`config.mk`:
```
export PLATFORM = sky130hd
export DESIGN_NAME = io_ctrl
export DESIGN_NICKNAME = d
export VERILOG_FILES = /design/src/rtl/io_ctrl.sv
export SDC_FILE = /design/constraint.sdc
export NUM_CORES = 1
export LEC_CHECK = 0
export CORE_MARGIN = 3
export CORE_UTILIZATION = 48
export DETAILED_ROUTE_END_ITERATION = 16
export GPL_ROUTABILITY_DRIVEN = 0
export HOLD_SLACK_MARGIN = 0.08
export PLACE_DENSITY = 0.78
export REMOVE_ABC_BUFFERS = 1
export SLEW_MARGIN = 5
export SYNTH_ARGS = -nofsm -noshare
export SYNTH_HDL_FRONTEND = slang
export SYNTH_SLANG_ARGS = --single-unit
```
`constraint.sdc`:
```
create_clock -name clk -period 3.05 [get_ports clk]
set_input_delay 0.305 -clock clk [delete_from_list [all_inputs] [get_ports clk]]
set_output_delay 0.305 -clock clk [all_outputs]
set_load 0.03 [all_outputs]
```
`src/rtl/io_ctrl.sv`:
```
// Memory-mapped I/O controller: decodes CPU stores in a 16-byte window into
// cursor/control/status registers and a small pixel FIFO that drains into the
// framebuffer write port under a valid/ready handshake.
module io_ctrl #(
    parameter logic [31:0] IO_BASE  = 32'hFFFF_0000,
    parameter int          DEPTH    = 4,
    parameter int          FB_AW    = 13,
    parameter int          FB_WORDS = 4800
) (
    input  logic             clk,
    input  logic             rst_n,
    input  logic             wEn,
    input  logic [31:0]      addr,
    input  logic [31:0]      dataIn,
    output logic [31:0]      dataOut,
    output logic             stall,
    output logic             fb_wEn,
    output logic [FB_AW-1:0] fb_addr,
    output logic [31:0]      fb_data,
    input  logic             fb_ready,
    output logic             io_device_id
);
    localparam int PW = $clog2(DEPTH);
    localparam int CW = PW + 1;

    localparam logic [PW-1:0]    PTR_ONE  = PW'(1);
    localparam logic [CW-1:0]    CNT_ONE  = CW'(1);
    localparam logic [CW-1:0]    CNT_FULL = CW'(DEPTH);
    localparam logic [FB_AW-1:0] CUR_ONE  = FB_AW'(1);
    localparam logic [FB_AW-1:0] CUR_LAST = FB_AW'(FB_WORDS - 1);

    logic [FB_AW-1:0] fifo_addr_q [DEPTH];
    logic [31:0]      fifo_data_q [DEPTH];

    logic [PW-1:0]    wr_ptr_q, wr_ptr_d;
    logic [PW-1:0]    rd_ptr_q, rd_ptr_d;
    logic [CW-1:0]    count_q, count_d;
    logic [FB_AW-1:0] cursor_q, cursor_d;
    logic             enable_q, enable_d;
    logic             id_q, id_d;
    logic [31:0]      dout_q, dout_d;

    logic        hit;
    logic [3:0]  offset;
    logic        empty;
    logic        full;
    logic        push;
    logic        pop;
    logic        cursor_wr;
    logic        ctrl_wr;
    logic        flush;
    logic [31:0] status;

    // Address decode, FIFO flags and handshake qualifiers.
    always_comb begin
        hit       = (addr[31:4] == IO_BASE[31:4]);
        offset    = addr[3:0];
        empty     = (count_q == '0);
        full      = (count_q == CNT_FULL);
        fb_wEn    = enable_q & ~empty;
        stall     = wEn & hit & (offset == 4'h0) & full;
        push      = wEn & hit & (offset == 4'h0) & ~full;
        pop       = fb_wEn & fb_ready;
        cursor_wr = wEn & hit & (offset == 4'h4);
        ctrl_wr   = wEn & hit & (offset == 4'h8);
        flush     = ctrl_wr & dataIn[2];
    end

    assign fb_addr      = fifo_addr_q[rd_ptr_q];
    assign fb_data      = fifo_data_q[rd_ptr_q];
    assign io_device_id = id_q;
    assign dataOut      = dout_q;

    // Next-state for pointers, cursor, control bits and the registered read data.
    always_comb begin
        wr_ptr_d = wr_ptr_q;
        rd_ptr_d = rd_ptr_q;
        count_d  = count_q;
        cursor_d = cursor_q;
        enable_d = enable_q;
        id_d     = id_q;
        status   = '0;
        dout_d   = '0;

        // Flush beats a same-cycle pop; the popped word was still taken by the framebuffer.
        if (flush) begin
            wr_ptr_d = '0;
            rd_ptr_d = '0;
            count_d  = '0;
        end else begin
            if (push) wr_ptr_d = wr_ptr_q + PTR_ONE;
            if (pop)  rd_ptr_d = rd_ptr_q + PTR_ONE;
            if (push && !pop)      count_d = count_q + CNT_ONE;
            else if (!push && pop) count_d = count_q - CNT_ONE;
        end

        if (push) begin
            cursor_d = (cursor_q == CUR_LAST) ? '0 : cursor_q + CUR_ONE;
        end else if (cursor_wr) begin
            cursor_d = (32'(dataIn[FB_AW-1:0]) >= 32'(FB_WORDS)) ? '0 : dataIn[FB_AW-1:0];
        end

        if (ctrl_wr) begin
            id_d     = dataIn[0];
            enable_d = dataIn[1];
        end

        // Reads report the state as it stands after this edge.
        status[0]      = (count_d == '0);
        status[1]      = (count_d == CNT_FULL);
        status[8+PW:8] = count_d;

        if (hit) begin
            case (offset)
                4'h4:    dout_d = 32'(cursor_d);
                4'h8:    dout_d = {30'b0, enable_d, id_d};
                4'hC:    dout_d = status;
                default: dout_d = '0;
            endcase
        end
    end

    // FIFO storage; contents need no reset because the count guards them.
    always_ff @(posedge clk) begin
        if (push) begin
            fifo_addr_q[wr_ptr_q] <= cursor_q;
            fifo_data_q[wr_ptr_q] <= dataIn;
        end
    end

    // Control and status state register.
    always_ff @(posedge clk or negedge rst_n) begin
        if (!rst_n) begin
            wr_ptr_q <= '0;
            rd_ptr_q <= '0;
            count_q  <= '0;
            cursor_q <= '0;
            enable_q <= 1'b0;
            id_q     <= 1'b0;
            dout_q   <= '0;
        end else begin
            wr_ptr_q <= wr_ptr_d;
            rd_ptr_q <= rd_ptr_d;
            count_q  <= count_d;
            cursor_q <= cursor_d;
            enable_q <= enable_d;
            id_q     <= id_d;
            dout_q   <= dout_d;
        end
    end
endmodule
```
## Word-level counts from Yosys, hierarchy flattened

Memory sizes are Yosys's and may differ from the RTL's.
Index checks and enable logic that the tools add are counted.

- Equal/unequal tests: 7
- Muxes and demuxes: 17
- Reduce and logical (&&, ||, !) cells: 9
- Bitwise operators: 11
- $add $sub $neg: 5
- $lt $le $gt $ge: 1

Operators by type and width:

| kind | number |
|---|---|
| $mux W13 | 5 |
| $pmux W13 S3 | 1 |
| $eq A28 B28 Y1 const B | 1 |
| $add A13 B1 Y13 const B | 1 |
| $eq A13 B13 Y1 const B | 1 |
| $ge A13 B13 Y1 const B | 1 |
| $and A1 B1 Y1 | 9 |
| $mux W3 | 3 |
| $eq A4 B4 Y1 const B | 2 |
| $mux W2 | 4 |
| $eq A3 B3 Y1 const B | 2 |
| $logic_not A3 Y1 | 2 |
| $add A2 B1 Y2 const B | 2 |
| $eq A4 B3 Y1 const B | 1 |
| $logic_not A4 Y1 | 1 |
| $mux W1 | 4 |
| $reduce_bool A2 Y1 | 2 |
| $add A3 B1 Y3 const B | 1 |
| $sub A3 B1 Y3 const B | 1 |
| $logic_and A1 B1 Y1 | 2 |
| $logic_not A1 Y1 | 2 |
| $not A1 Y1 | 2 |

- Memories kept: 2
- Bits of input ports: 68
- RAM bits: 180
- Flip-flop bits (word level): 54
- Logic and storage cells: 59

Memories:

| name | words | width | read ports | clocked after Yosys merged registers in | wr ports | RTL line | RTL |
|---|---|---|---|---|---|---|---|
| fifo_data_q | 4 | 32 | 1 | 0 | 1 | 33 | `logic [31:0] fifo_data_q [DEPTH];` |
| fifo_addr_q | 4 | 13 | 1 | 0 | 1 | 32 | `logic [FB_AW-1:0] fifo_addr_q [DEPTH];` |

## Longest topological paths before layout

Gate-level depths: netlist (run 1).

- Depth in word-level cells: 12
- Mapped depth: 10
- Gate-level depth less buffers: 9

## Worst setup path after synthesis (run 1)

No wires, ideal clock.

- Path type: input to register
- Start point: input addr[5]
- End point: memory fifo_addr_q[0][0] (enable)
- Stages on the path: 6
- Arrival time: 2.715 ns
- Setup slack: -0.072 ns
- Library setup time: 0.407 ns
- Path buffers: 2
- Cells stage by stage: nand4b_1 -> or4_1 -> buf_2 -> nor3_4 -> buf_2 -> and2_1

- Longest elaborated chain between the ends: 6

RTL lines:

| element | RTL line | RTL |
|---|---|---|
| start: declaration | 13 | `input logic [31:0] addr,` |
| $eq A28 B28 Y1 | 56 | `hit = (addr[31:4] == IO_BASE[31:4]);` |
| $and A1 B1 Y1 (3 in series) | 62 | `push = wEn & hit & (offset == 4'h0) & ~full;` |
| $mux W1 | 125 | `if (push) begin` |
| $mux W1 (implied by the code) | 126 | `fifo_addr_q[wr_ptr_q] <= cursor_q;` |
| end: declaration | 32 |  |

No other way between the ends.

## Worst setup path after layout (run 1)

- Start point: register rd_ptr_q[1]
- End point: output fb_addr[10]

- Longest elaborated chain between the ends: 1

RTL lines:

| element | RTL line | RTL |
|---|---|---|
| start: declaration | 36 | `logic [PW-1:0] rd_ptr_q, rd_ptr_d;` |
| start signal: assignment | 143 | `rd_ptr_q <= rd_ptr_d;` |
| $mem_v2 Z4 W13 | n/a |  |
| end: declaration | 18 | `output logic [FB_AW-1:0] fb_addr,` |

No other way between the ends.

==> metrics.log, run 1 <==
INFO  metric cts-resized-gates = 0
INFO  metric post_cts.repair.setup_buffers = 2
INFO  metric ioPinCount = 148
INFO  metric arrival = 2.47 ns
INFO  metric drcViolationCount = 0
INFO  metric timing.fmax = 360.7 MHz
INFO  metric final_antenna_net_count = 0
INFO  metric post_synth.cell_area_avg = 17.50 um2
INFO  metric yosysSeqAreaShare = 70.66%
INFO  metric core = 0.01809 mm2
INFO  metric final_design_area_no_fill = 0.01138 mm2
INFO  metric async_reset_ff_share = 16.28%
INFO  metric dp_slack = 0.07853 ns
INFO  metric rel_slew_slack = 52.19%
INFO  metric yosysUniqueCellTypes = 65
INFO  metric final_slew_violations = 0
INFO  metric antenna_cells_inserted = 0
INFO  metric syn-cell-area = 0.008889 mm2
INFO  metric cts_tree = done
INFO  metric initial_antenna_violation_count = 0
INFO  metric fraction_of_synthesized_cell_area_taken_by_the_top_area_cell_type = 60.81%
INFO  metric route.vias.total = 5206
INFO  metric setup.reg_to_reg.worst_slack = 0.37 ns
INFO  metric path_cells = buf_12, mux4_2, clkdlybuf4s50_1
INFO  metric worst_path_largest_cell_delay = 0.70 ns
INFO  metric layout.nets = 746
INFO  metric synth-edff-count = 180
INFO  metric firstDrtPassIters = 7
INFO  metric tightest_slew = 0.6990 ns
INFO  metric yosys_most_used_dff = sky130_fd_sc_hd__edfxtp_1
INFO  metric multi_input_area = 0.002435 mm2
INFO  metric timing.critical_path.slowest_stage_cell = sky130_fd_sc_hd__dfrtp_2
INFO  metric total_leakage_power = 4.073 nW
INFO  metric timing.critical_path.fanout_max = 31
INFO  metric chipWidth = 142.1 um
INFO  metric synthesized_netlist_cell_count = 508
INFO  metric skew = 0.009730 ns
INFO  metric area.sequential = 0.006286 mm2
INFO  metric timing.final.hold_violations = 0
INFO  metric finalWorstPathRequiredPeriod = 2.772 ns
INFO  metric cts-htree-levels = 1
INFO  metric clockRootBuffer = sky130_fd_sc_hd__clkbuf_16
INFO  metric grt_max_degree = 36
INFO  metric post-route-util = 62.94%
INFO  metric required = 2.74 ns
INFO  metric clockBufferDepth = 3
INFO  metric finalNonFillerCells = 913
INFO  metric fin_crit_sh = 90.89%
INFO  metric critical_path.endpoint = fb_addr[10]
INFO  metric cts_hold_repair.buffers = 0
INFO  metric start_util = 49.15%
INFO  metric timing.critical_path.max_delay_family = buffers and inverters
INFO  metric r2r_cells = 7
INFO  metric drive_gt1_share = 18.86%
INFO  metric grt_pass1_wl = 29710 um
INFO  metric setup.worst_path.start_class = flop
INFO  metric totalWireLength = 18830 um
INFO  metric grt_setup_unrepaired = false
INFO  metric area_delta_synth_final = 28.07%
INFO  metric worstSkewPairLatency = 0.48 ns
INFO  metric die_y = 142.1 um
INFO  metric path_buf_inv = 2
INFO  metric num_rows = 49
INFO  metric yosysWarnings = 0
INFO  metric r2r-start = cursor_q[1]
INFO  metric mostFrequentLayoutCells = sky130_fd_sc_hd__edfxtp_1 (180), sky130_fd_sc_hd__clkdlybuf4s50_1 (127), sky130_fd_sc_hd__mux4_2 (45)
INFO  metric layout.cells.most_common = sky130_fd_sc_hd__edfxtp_1
INFO  metric place.detailed.instances = 874
INFO  metric grt_usage = 18.68%
INFO  metric detail_route.vias_per_cell = 5.702
INFO  metric criticalPathCategory = reg -> out
INFO  metric fillerInstances = 1239
INFO  metric wl_per_cell = 20.63 um
INFO  metric report.power.total = 6.099 mW
INFO  metric synthesis_stage_register_bit_count = 215
INFO  metric status = completed
INFO  metric critical_path.startpoint = rd_ptr_q[1]
INFO  metric timing.rr.end = dataOut[9]
INFO  metric layout_setup_ws = 0.2780 ns
INFO  metric power_dens_cells = 535.8 mW/mm2
INFO  metric drv_cap = 0
INFO  metric grt.overflow.total = 0
INFO  metric cp.depth = 3
INFO  metric detailedRoute.firstIterationViolations = 328
INFO  metric cts-buffers-inserted = 21
INFO  metric number_of_global_route_vias_before_repair = 5340
INFO  metric place.port_buffers = 128
INFO  metric worst_ir_drop_vdd = 0.0003597 V
INFO  metric clk_pin_slew_worst_paths = 0.07 ns
INFO  metric worst_setup_path_end_kind = primary output
INFO  metric netlist.top_cell.by_area = sky130_fd_sc_hd__edfxtp_1
INFO  metric post_dp_cell_area = 0.01063 mm2
INFO  metric setup_viol_count_final = 0
INFO  metric die_area = 0.02019 mm2
INFO  metric hpwl = 12820 um
INFO  metric cts_num_sinks = 215
INFO  metric netlist_top_cells_area = sky130_fd_sc_hd__edfxtp_1 (61%), sky130_fd_sc_hd__mux4_2 (11%), sky130_fd_sc_hd__dfrtp_1 (9.9%)
INFO  metric hp-class = in -> async
layout make-up:
type	count	area share, %
Clock inverter	12	1.638
Timing Repair Buffer	156	14.07
Tap cell	229	2.517
Clock buffer	25	4.836
Inverter	10	0.3297
Multi-Input combinational cell	266	21.39
Sequential cell	215	55.22
worst register-to-register path, delay by kind of cell (launching register included):
kind	cells	cell delay (ns)
fa+ha+maj	1	0.27
compound gates	3	0.85
flops	1	0.50
simple gates	3	0.89
worst min-delay path by stage:
stage	to	depth (start not counted)	start	slack, ns
5_1_grt	count_q[1]	2	rst_n	0.30
3_5_place_dp	io_device_id	1	io_device_id	0.54
3_3_place_gp	io_device_id	1	io_device_id	0.53
6_report	dataOut[9]	2	rst_n	0.24
2_1_floorplan	count_q[0]	0	rst_n	0.009
4_1_cts	count_q[2]	2	rst_n	0.24
cell usage after synthesis (6+ instances only):
| cell | instances |
|---|---|
| sky130_fd_sc_hd__mux4_2 | 45 |
| sky130_fd_sc_hd__o21ai_0 | 10 |
| sky130_fd_sc_hd__dfrtp_1 | 35 |
| sky130_fd_sc_hd__nand2_1 | 35 |
| sky130_fd_sc_hd__nand4_1 | 7 |
| sky130_fd_sc_hd__nand3_1 | 12 |
| sky130_fd_sc_hd__nor2_1 | 20 |
| sky130_fd_sc_hd__and3_1 | 6 |
| sky130_fd_sc_hd__inv_1 | 9 |
| sky130_fd_sc_hd__and2_1 | 11 |
| sky130_fd_sc_hd__clkbuf_1 | 8 |
| sky130_fd_sc_hd__a21oi_1 | 11 |
| sky130_fd_sc_hd__edfxtp_1 | 180 |
| sky130_fd_sc_hd__ha_1 | 8 |
| sky130_fd_sc_hd__buf_4 | 19 |
flip-flops by register name, indices dropped and copies added, names as in the netlist, 2 cells and up:
register	count
fifo_data_q	128
fifo_addr_q	52
cursor_q	13
dataOut	13
count_q	3
rd_ptr_q	2
wr_ptr_q	2
logic make-up after synthesis:
logic type / share of synthesized area, %
compound gates: 4.716
xor+xnor: 0.6898
fa+ha+maj: 1.126
buf+inv: 2.759
flops: 70.66
mux: 12.49
other cells: 0.04219
simple gates: 7.517
metal layers:
layer | routed length [um] | global-route usage (%) | share of wire, %
met1 | 7751 | 25.96 | 41
met2 | 9466 | 31.53 | 50
met3 | 1299 | 2.991 | 6.9
met4 | 316 | 4.192 | 1.7
met5 | 0 | 0 | 0
report_power, final:
part / switching, mW / internal, mW / total [mW]
Clock: 1.04 / 1.71 / 2.75
Sequential: 0.0000000142 / 3.17 / 3.17
Combinational: 0.0957 / 0.0848 / 0.180
through the flow:
step	setup TNS [ns]	hold WS [ns]
3_3_place_gp	0	0.5284
6_report	0	0.2366
3_5_place_dp	0	0.5375
2_1_floorplan	-21.33	0.009409
4_1_cts	0	0.2426
5_1_grt	0	0.2954
No activity file was read; power rests on OpenSTA's default activity.
==> run 2, diff against run 1 <==
--- a/config.mk
+++ b/config.mk
@@ -5,11 +5,13 @@
 export SDC_FILE = /design/constraint.sdc
 export NUM_CORES = 1
 export LEC_CHECK = 0
+export CAP_MARGIN = 20
 export CORE_MARGIN = 3
 export CORE_UTILIZATION = 48
 export DETAILED_ROUTE_END_ITERATION = 16
 export GPL_ROUTABILITY_DRIVEN = 0
 export HOLD_SLACK_MARGIN = 0.08
+export MAX_ROUTING_LAYER = met4
 export PLACE_DENSITY = 0.78
 export REMOVE_ABC_BUFFERS = 1
 export SLEW_MARGIN = 5
==> metrics.log, run 2 (synthesis gave the netlist of run 1 again) <==
INFO  metric status = completed
INFO  metric power_switching_share = 18.51% (-0.039 points)
INFO  metric clockBufferDepth = 3 (unchanged)
INFO  metric switchingPower = 1.128 mW (-0.26%)
INFO  metric required = 2.74 ns (about the same)
INFO  metric layout.cells.most_common = sky130_fd_sc_hd__edfxtp_1
INFO  metric worst_setup_path_end_kind = primary output
INFO  metric grt_max_degree = 36 (unchanged)
INFO  metric post-route-util = 62.94% (unchanged)
INFO  metric num_rows = 49 (unchanged)
INFO  metric p_seq_share = 52.0% (about the same)
INFO  metric place.port_buffers = 128 (unchanged)
INFO  metric final_slew_violations = 0 (unchanged)
INFO  metric tightest_slew = 0.7154 ns (+0.01642 ns)
INFO  metric fin_crit_sh = 90.74% (-0.14 points)
INFO  metric cts_hold_repair.buffers = 0 (unchanged)
INFO  metric regMostFlops = fifo_data_q
INFO  metric timing.critical_path.fanout_max = 31 (unchanged)
INFO  metric mostFrequentLayoutCells = sky130_fd_sc_hd__edfxtp_1 (180), sky130_fd_sc_hd__clkdlybuf4s50_1 (127), sky130_fd_sc_hd__mux4_2 (45)
INFO  metric place.detailed.instances = 874 (unchanged)
INFO  metric detailedRoute.firstIterationViolations = 306 (-6.7%)
INFO  metric final_antenna_net_count = 0 (unchanged)
INFO  metric critical_path.startpoint = rd_ptr_q[1]
INFO  metric number_of_global_route_vias_before_repair = 5348 (+0.15%)
INFO  metric total_leakage_power = 4.073 nW (unchanged)
INFO  metric cts-resized-gates = 0 (unchanged)
INFO  metric ioPinCount = 148 (unchanged)
INFO  metric die_y = 142.1 um (unchanged)
INFO  metric area_delta_synth_final = 28.07% (unchanged)
INFO  metric r2r-start = cursor_q[1]
INFO  metric layout_setup_ws = 0.2823 ns (+0.004315 ns)
INFO  metric layout.nets = 746 (unchanged)
INFO  metric arrival = 2.46 ns (about the same)
INFO  metric clockRootBuffer = sky130_fd_sc_hd__clkbuf_16
INFO  metric criticalPathCategory = reg -> out
INFO  metric power_frac_clock = 45.0% (about the same)
INFO  metric timing.final.hold_violations = 0 (unchanged)
INFO  metric report.power.total = 6.096 mW (about the same)
INFO  metric firstDrtPassIters = 5 (-2)
INFO  metric cts-buffers-inserted = 21 (unchanged)
INFO  metric grt_setup_unrepaired = false
INFO  metric hold-worst-slack = 0.2391 ns (+0.002486 ns)
INFO  metric antenna_cells_inserted = 0 (unchanged)
INFO  metric number_of_flip_flops_in_the_largest_register = 128 (unchanged)
INFO  metric setup_viol_count_final = 0 (unchanged)
INFO  metric clk_pin_slew_worst_paths = 0.07 ns (about the same)
INFO  metric timing.critical_path.slowest_stage_cell = sky130_fd_sc_hd__dfrtp_2
INFO  metric power_dens_cells = 535.5 mW/mm2 (about the same)
INFO  metric chipWidth = 142.1 um (unchanged)
INFO  metric skew = 0.009718 ns (-0.00001171 ns)
INFO  metric cts-htree-levels = 1 (unchanged)
INFO  metric finalWorstPathRequiredPeriod = 2.768 ns (-0.004315 ns)
INFO  metric hp-class = in -> async
INFO  metric largest_registers = fifo_data_q x128, fifo_addr_q x52
INFO  metric detail_route.vias_per_cell = 5.729 (+0.48%)
INFO  metric worst_ir_drop_vdd = 0.0003595 V (about the same)
INFO  metric drcViolationCount = 0 (unchanged)
INFO  metric rel_slew_slack = 51.07% (-1.1 points)
INFO  metric path_cells = buf_12, mux4_2, clkdlybuf4s50_1
INFO  metric core = 0.01809 mm2 (unchanged)
INFO  metric cts_tree = done
INFO  metric p_int = 4.967 mW (about the same)
INFO  metric totalWireLength = 18850 um (about the same)
INFO  metric drive_gt1_share = 18.86% (unchanged)
INFO  metric dp_slack = 0.07853 ns (unchanged)
INFO  metric finalNonFillerCells = 913 (unchanged)
INFO  metric setup.worst_path.start_class = flop
INFO  metric worstSkewPairLatency = 0.48 ns (about the same)
INFO  metric die_area = 0.02019 mm2 (unchanged)
INFO  metric post_cts.repair.setup_buffers = 2 (unchanged)
INFO  metric grt_usage = 19.28% (+0.60 points)
INFO  metric grt_pass1_wl = 29700 um (about the same)
INFO  metric start_util = 49.15% (unchanged)
INFO  metric drv_cap = 0 (unchanged)
INFO  metric timing.fmax = 361.3 MHz (+0.16%)
INFO  metric hpwl = 12820 um (unchanged)
INFO  metric worst_path_largest_cell_delay = 0.69 ns (about the same)
INFO  metric cts_num_sinks = 215 (unchanged)
INFO  metric initial_antenna_violation_count = 0 (unchanged)
INFO  metric part_of_the_total_power_dissipated_in_combinational_logic = 3.0% (about the same)
INFO  metric route.vias.total = 5231 (+0.48%)
INFO  metric grt.overflow.total = 0 (unchanged)
INFO  metric wl_per_cell = 20.65 um (about the same)
run 2: final cells by class:
cell class	count	area (um2)
clock buffer	25	550.5
clock inverter	12	186.4
multi-input combinational	266	2435
timing repair buffer	156	1602
inverter	10	37.54
sequential	215	6286
tap	229	286.5
fill	1239	6703
run 2: power by group through the flow:
stage / registers [mW] / logic [mW] / clock network [mW]
CTS: 3.17 / 0.180 / 2.80
global placement: 3.23 / 0.174 / 0
floorplan: 3.23 / 0.0454 / 0
finish: 3.17 / 0.180 / 2.74
detailed placement: 3.23 / 0.180 / 0
global route: 3.17 / 0.193 / 2.90
run 2: final timing paths:
path,slack [ns],endpoint,cells after the start
setup reg to reg,0.34,dataOut[9],7
setup / recovery,0.28,fb_addr[6],3
max in group asynchronous,2.45,rd_ptr_q[0],2
min in group clk,0.47,fifo_data_q[0][15],1
hold reg to reg,0.54,io_device_id,1
hold / removal,0.24,dataOut[9],2
run 2: worst max-delay path: cells and delay by family, from the launching register on:
kind,cells,cell delay (ns)
mux,1,0.34
flops,1,0.69
buf+inv,2,0.93
run 2: stage by stage:
stage                     instance area, um2  TNS [ns]
after detailed placement               10630         0
final                                  11380         0
after global placement                 10630         0
after CTS                              11380         0
after global routing                   11380         0
after floorplan                         8748    -21.33
run 2: per-layer routing:
layer | vias to the layer above | wire [um] | global-route usage (%)
li1 | 2310 | - | -
met1 | 2639 | 7841 | 26.15
met2 | 250 | 9400 | 31.50
met3 | 32 | 1321 | 2.823
met4 | 0 | 287 | 4.192
met5 | - | 0 | -
==> run 3, diff against run 2 <==
--- a/config.mk
+++ b/config.mk
@@ -7,12 +7,13 @@
 export LEC_CHECK = 0
 export CAP_MARGIN = 20
 export CORE_MARGIN = 3
-export CORE_UTILIZATION = 48
+export CORE_UTILIZATION = 63
 export DETAILED_ROUTE_END_ITERATION = 16
+export DONT_BUFFER_PORTS = 1
 export GPL_ROUTABILITY_DRIVEN = 0
 export HOLD_SLACK_MARGIN = 0.08
 export MAX_ROUTING_LAYER = met4
-export PLACE_DENSITY = 0.78
+export PLACE_DENSITY = 0.84
 export REMOVE_ABC_BUFFERS = 1
 export SLEW_MARGIN = 5
 export SYNTH_ARGS = -nofsm -noshare
==> constraint.sdc (replaced) <==
create_clock -name clk -period 2.73 [get_ports clk]
set_input_delay 0.273 -clock clk [delete_from_list [all_inputs] [get_ports clk]]
set_output_delay 0.273 -clock clk [all_outputs]
set_load 0.03 [all_outputs]
==> metrics.log, run 3 (synthesis gave the netlist of run 1 again) <==
INFO  metric drcViolationCount = 0 (unchanged)
INFO  metric core = 0.01351 mm2 (-25%)
INFO  metric regMostFlops = fifo_data_q
INFO  metric required = 3.11 ns (+0.37 ns)
INFO  metric timing.critical_path.fanout_max = 6 (-81%)
INFO  metric grt_usage = 25.75% (+6.5 points)
INFO  metric layout.cells.most_common = sky130_fd_sc_hd__edfxtp_1
INFO  metric chipWidth = 124.8 um (-12%)
INFO  metric route.vias.total = 4998 (-4.5%)
INFO  metric initial_antenna_violation_count = 0 (unchanged)
INFO  metric hold-worst-slack = 0.1010 ns (-0.1380 ns)
INFO  metric detailedRoute.firstIterationViolations = 684 (+120%)
INFO  metric drv_cap = 0 (unchanged)
INFO  metric status = completed
INFO  metric timing.fmax = 411.6 MHz
INFO  metric finalNonFillerCells = 758 (-17%)
INFO  metric place.detailed.instances = 684 (-22%)
INFO  metric final_slew_violations = 0 (unchanged)
INFO  metric worst_setup_path_end_kind = flop
INFO  metric mostFrequentLayoutCells = sky130_fd_sc_hd__edfxtp_1 (180), sky130_fd_sc_hd__mux4_2 (45), sky130_fd_sc_hd__dlygate4sd3_1 (36)
INFO  metric grt.overflow.total = 0 (unchanged)
INFO  metric grt_pass1_wl = 30130 um (+1.4%)
INFO  metric die_area = 0.01557 mm2 (-23%)
INFO  metric wl_per_cell = 25.29 um (+22%)
INFO  metric timing.final.hold_violations = 0 (unchanged)
INFO  metric finalWorstPathRequiredPeriod = 2.429 ns
INFO  metric place.port_buffers = 0 (-100%)
INFO  metric number_of_global_route_vias_before_repair = 5211 (-2.6%)
INFO  metric rel_slew_slack = 60.23% (+9.2 points)
INFO  metric cts-resized-gates = 0 (unchanged)
INFO  metric largest_registers = fifo_data_q x128, fifo_addr_q x52
INFO  metric hp-class = in -> reg
INFO  metric cts_num_sinks = 215 (unchanged)
INFO  metric arrival = 2.81 ns (+0.35 ns)
INFO  metric cts-htree-levels = 1 (unchanged)
INFO  metric die_y = 124.8 um (-12%)
INFO  metric power_dens_cells = 627.1 mW/mm2 (+17%)
INFO  metric num_rows = 42 (-14%)
INFO  metric final_antenna_net_count = 0 (unchanged)
INFO  metric hpwl = 11540 um (-9.9%)
INFO  metric number_of_flip_flops_in_the_largest_register = 128 (unchanged)
INFO  metric worst_ir_drop_vdd = 0.0004700 V (+31%)
INFO  metric clk_pin_slew_worst_paths = 0.05 ns (-0.02 ns)
INFO  metric cts_hold_repair.buffers = 37 (+37)
INFO  metric criticalPathCategory = reg -> reg
INFO  metric tightest_slew = 0.5891 ns (-0.1263 ns)
INFO  metric grt_max_degree = 46 (+28%)
INFO  metric grt_setup_unrepaired = false
INFO  metric layout.nets = 644 (-14%)
INFO  metric drive_gt1_share = 19.24% (+0.38 points)
INFO  metric clockBufferDepth = 3 (unchanged)
INFO  metric detail_route.vias_per_cell = 6.594 (+15%)
INFO  metric area_delta_synth_final = 14.86%
INFO  metric final.setup.tns = 0 ns (unchanged)
INFO  metric cts_tree = done
INFO  metric total_leakage_power = 3.635 nW (-11%)
INFO  metric firstDrtPassIters = 6 (+1)
INFO  metric ioPinCount = 148 (unchanged)
INFO  metric setup.worst_path.start_class = flop
INFO  metric fin_crit_sh = 88.99%
INFO  metric final_design_area_no_fill = 0.01021 mm2 (-10%)
INFO  metric antenna_cells_inserted = 0 (unchanged)
INFO  metric cts-buffers-inserted = 21 (unchanged)
INFO  metric totalWireLength = 19170 um (+1.7%)
INFO  metric post_dp_cell_area = 0.009181 mm2 (-14%)
INFO  metric setup_viol_count_final = 0 (unchanged)
INFO  metric start_util = 65.81% (+17 points)
INFO  metric skew = 0.01028 ns (+0.0005664 ns)
INFO  metric worstSkewPairLatency = 0.48 ns (about the same)
INFO  metric clockRootBuffer = sky130_fd_sc_hd__clkbuf_16
INFO  metric post_cts.repair.setup_buffers = 0 (-2)
[run 3: cell count changes in the layout (fill, tap and decap cells not counted), sizes merged]
cell | before | now
buf | 29 | 18
clkinv | 6 | 1
bufinv | 5 | 1
clkdlybuf4s50 | 127 | 0
dlygate4sd3 | 0 | 36
clkbuf | 25 | 34
inv | 10 | 11
clkinvlp | 1 | 0
[run 3: layer usage]
layer / GRT usage (%) / wire, um / vias up
li1: - / - / 2120
met1: 33.37 / 6797 / 2488
met2: 43.58 / 10130 / 343
met3: 5.060 / 1860 / 47
met4: 4.836 / 379 / 0
met5: - / 0 / -
[run 3: layout make-up]
| class | count | area (um2) |
|---|---|---|
| sequential | 215 | 6286 |
| fill | 693 | 3296 |
| multi-input combinational | 266 | 2435 |
| clock buffer | 34 | 604.3 |
| timing repair buffer | 54 | 583.1 |
| tap | 176 | 220.2 |
| clock inverter | 3 | 43.79 |
| inverter | 10 | 37.54 |
[run 3: report_power, final]
| part | switching, mW | internal [mW] | total (mW) | leakage, nW |
|---|---|---|---|---|
| Sequential | 0.0000000321 | 3.54 | 3.54 | 2.21 |
| Combinational | 0.0912 | 0.0466 | 0.138 | 1.11 |
| Clock | 1.11 | 1.61 | 2.72 | 0.315 |
| Total | 1.20 | 5.20 | 6.40 | 3.63 |
[run 3: final timing paths]
check | depth (start not counted) | slack (ns) | startpoint | endpoint
min in group asynchronous | 2 | 0.25 | rst_n | cursor_q[6]
max in group asynchronous | 2 | 2.27 | rst_n | rd_ptr_q[0]
setup / recovery | 8 | 0.30 | count_q[0] | dataOut[1]
setup reg to reg | 8 | 0.30 | count_q[0] | dataOut[1]
hold reg to reg | 0 | 0.59 | cursor_q[4] | fifo_addr_q[1][4]
hold / removal | 3 | 0.10 | dataIn[1] | dataOut[1]
[run 3: per-stage QoR]
stage / power [mW] / setup slack, ns / utilization, %
floorplan: 3.664 / -0.4065 / -
global placement: 3.668 / 0.4120 / 67.98
detailed placement: 3.668 / 0.3613 / 67.98
CTS: 6.441 / 0.2745 / 75.60
global route: 6.594 / 0.1629 / 75.60
finish: 6.402 / 0.3006 / 75.60
[run 3: critical path: stages, from the launching register on]
cell and delay [ns]:
sky130_fd_sc_hd__dfrtp_1 0.41, sky130_fd_sc_hd__inv_1 0.12, sky130_fd_sc_hd__ha_1 0.25, sky130_fd_sc_hd__nand2b_1 0.11, sky130_fd_sc_hd__and3_1 0.29, sky130_fd_sc_hd__xnor2_1 0.32, sky130_fd_sc_hd__mux2i_1 0.30, sky130_fd_sc_hd__o311ai_0 0.26
sky130_fd_sc_hd__o21ai_0 0.26
==> patch (flow settings as in run 3) <==
Change the parameter `FB_AW` from 13 to 14.
--- a/src/rtl/io_ctrl.sv
+++ b/src/rtl/io_ctrl.sv
@@ -4,7 +4,7 @@
 module io_ctrl #(
     parameter logic [31:0] IO_BASE  = 32'hFFFF_0000,
     parameter int          DEPTH    = 4,
-    parameter int          FB_AW    = 13,
+    parameter int          FB_AW    = 14,
     parameter int          FB_WORDS = 4800
 ) (
     input  logic             clk,
Interface: changed (resized fb_addr); port bits go from 148 to 149. The function was not compared with the original's and may differ.
==> patch against run 3 <==
Global-route usage up 0.081 points; sequential cell count is 6 higher; fmax is 0.85% lower; sequential power up 3%; area after synthesis rose by 3.0%; design area grew 3.4%; count of clock-buffer cells in the layout fell by 5; sequential share of layout area down 0.39 points; setup slack lost 0.021 ns; total power rose by 5.7%; wire length grew 3.1%; critical path type unchanged; critical endpoint is now fifo_data_q[0][0]$_DFFE_PP_; largest cell class unchanged; highest routed layer unchanged.
==> patch: results (changes against run 3) <==
[power_and_ir_drop]
ir_drop_mv=0.5297  ; was 0.4700 mV
power_uw=6766  ; was 6402 uW
p_leak_uw=0.003729  ; was 0.003635 uW
p_seq_share_pct=53.8  ; was 55.3%
p_sw_uw=1304  ; was 1205 uW

[final_layout]
fillCellCount=787  ; was 693
finalNetCount=659  ; was 644
syn_to_final_growth_pct=15.27  ; was 14.86%
largestRegisters=fifo_data_q: 128 flops, fifo_addr_q: 56 flops  ; was fifo_data_q: 128 flops, fifo_addr_q: 52 flops
drive_above_1_share_pct=19.37  ; was 19.24%

[routing]
drtIter0Drc=735  ; was 684
first_pass_iters=5  ; was 6
dr_wl_met2_um=10210  ; was 10,130 um
wl_per_cell_um=25.36  ; was 25.29 um

[sta]
hold_ws_ns=0.1482  ; was 0.1010 ns
fmax_mhz=408.1  ; was 411.6 MHz
slew-limit-headroom_pct=51.10  ; was 60.23%

[setup_path]
crit_slowest_cell=and3_1  ; was dfrtp_1
crit_fanout=46  ; was 6
reg2reg_depth=6  ; was 8
rrSetupSlack_ns=0.28  ; was 0.30 ns
critPathTopFamily=simple AND/OR/NAND/NOR gates  ; was compound AO/OA/AOI/OAI gates
crit_end=fifo_data_q[0][0]$_DFFE_PP_  ; was dataOut[1]$_DFF_PN0_

[logic_synthesis]
synthArstFlopShare_pct=16.74  ; was 16.28%
ys_top_cells_by_area=edfxtp_1, mux4_2, dfrtp_1  ; unchanged
synth-edff-count=184  ; was 180
netlist_instances=524  ; was 508
synthDistinctLibCells=62  ; was 65

[global_route]
antenna_found_initial=0  ; unchanged
track_usage_pct=25.83  ; was 25.75%
grt_first_pass_wirelength_um=30660  ; was 30,130 um
first_global_vias=5218  ; was 5,211
met2_usage_pct=42.71  ; was 43.58%
grt_use_met1_pct=34.44  ; was 33.37%
grt_max_degree=47  ; was 46
use_met3_pct=5.347  ; was 5.060%
grt_most_used_layer=met2  ; unchanged

[clock_network]
clkTransAtPathRegs_ns=0.06
clk_latency_ns=0.49

[status]
status=finished, final reports clean  ; unchanged

[hold_path]
min_to=cursor_q[4]$_DFF_PN0_  ; was dataOut[1]$_DFF_PN0_
min_from=dataIn[12]  ; was dataIn[1]

[placement]
dp_slack_ns=0.3131  ; was 0.3613 ns
placed_cell_area_mm2=0.009443  ; was 0.009181 mm2
dp.cells=702  ; was 684
hpwl_um=11970  ; was 11,540 um

## patch: kinds of logic (layout without fill, tap and decap cells)
kind of cell               after synthesis  in the layout  synth area share (%)
xor gates and xnor gates                 7              7                0.6697
muxes                                   50             50                 11.78
buffers and inverters                   48            106                 2.829
other                                    1             18               0.04096
and+or+nand+nor                        127            127                 8.337
DFF                                    221            221                 70.47
AOI/OAI and AO/OA                       60             60                 4.565
adders and majority gates               10             10                 1.312
## patch: final cells by class
type | count | area, um2 | area share [%]
well taps | 180 | 225.2 | 2.134
flip-flops and latches | 221 | 6456 | 61.18
inverters | 12 | 45.04 | 0.4268
clock inverters | 11 | 121.4 | 1.150
clock buffers | 29 | 608.1 | 5.762
repair buffers | 54 | 583.1 | 5.525
multi-input cells | 272 | 2514 | 23.82
## patch: what timing repair did
action / CTS / global route
hold endpoints to repair: 185 / 0
hold buffers: 37 / 0
resized for setup: 0 / 0
## patch: worst min-delay path, stage by stage
cell      delay (ns)
a311oi_1        0.15
nand2_1         0.09
a211oi_1        0.07
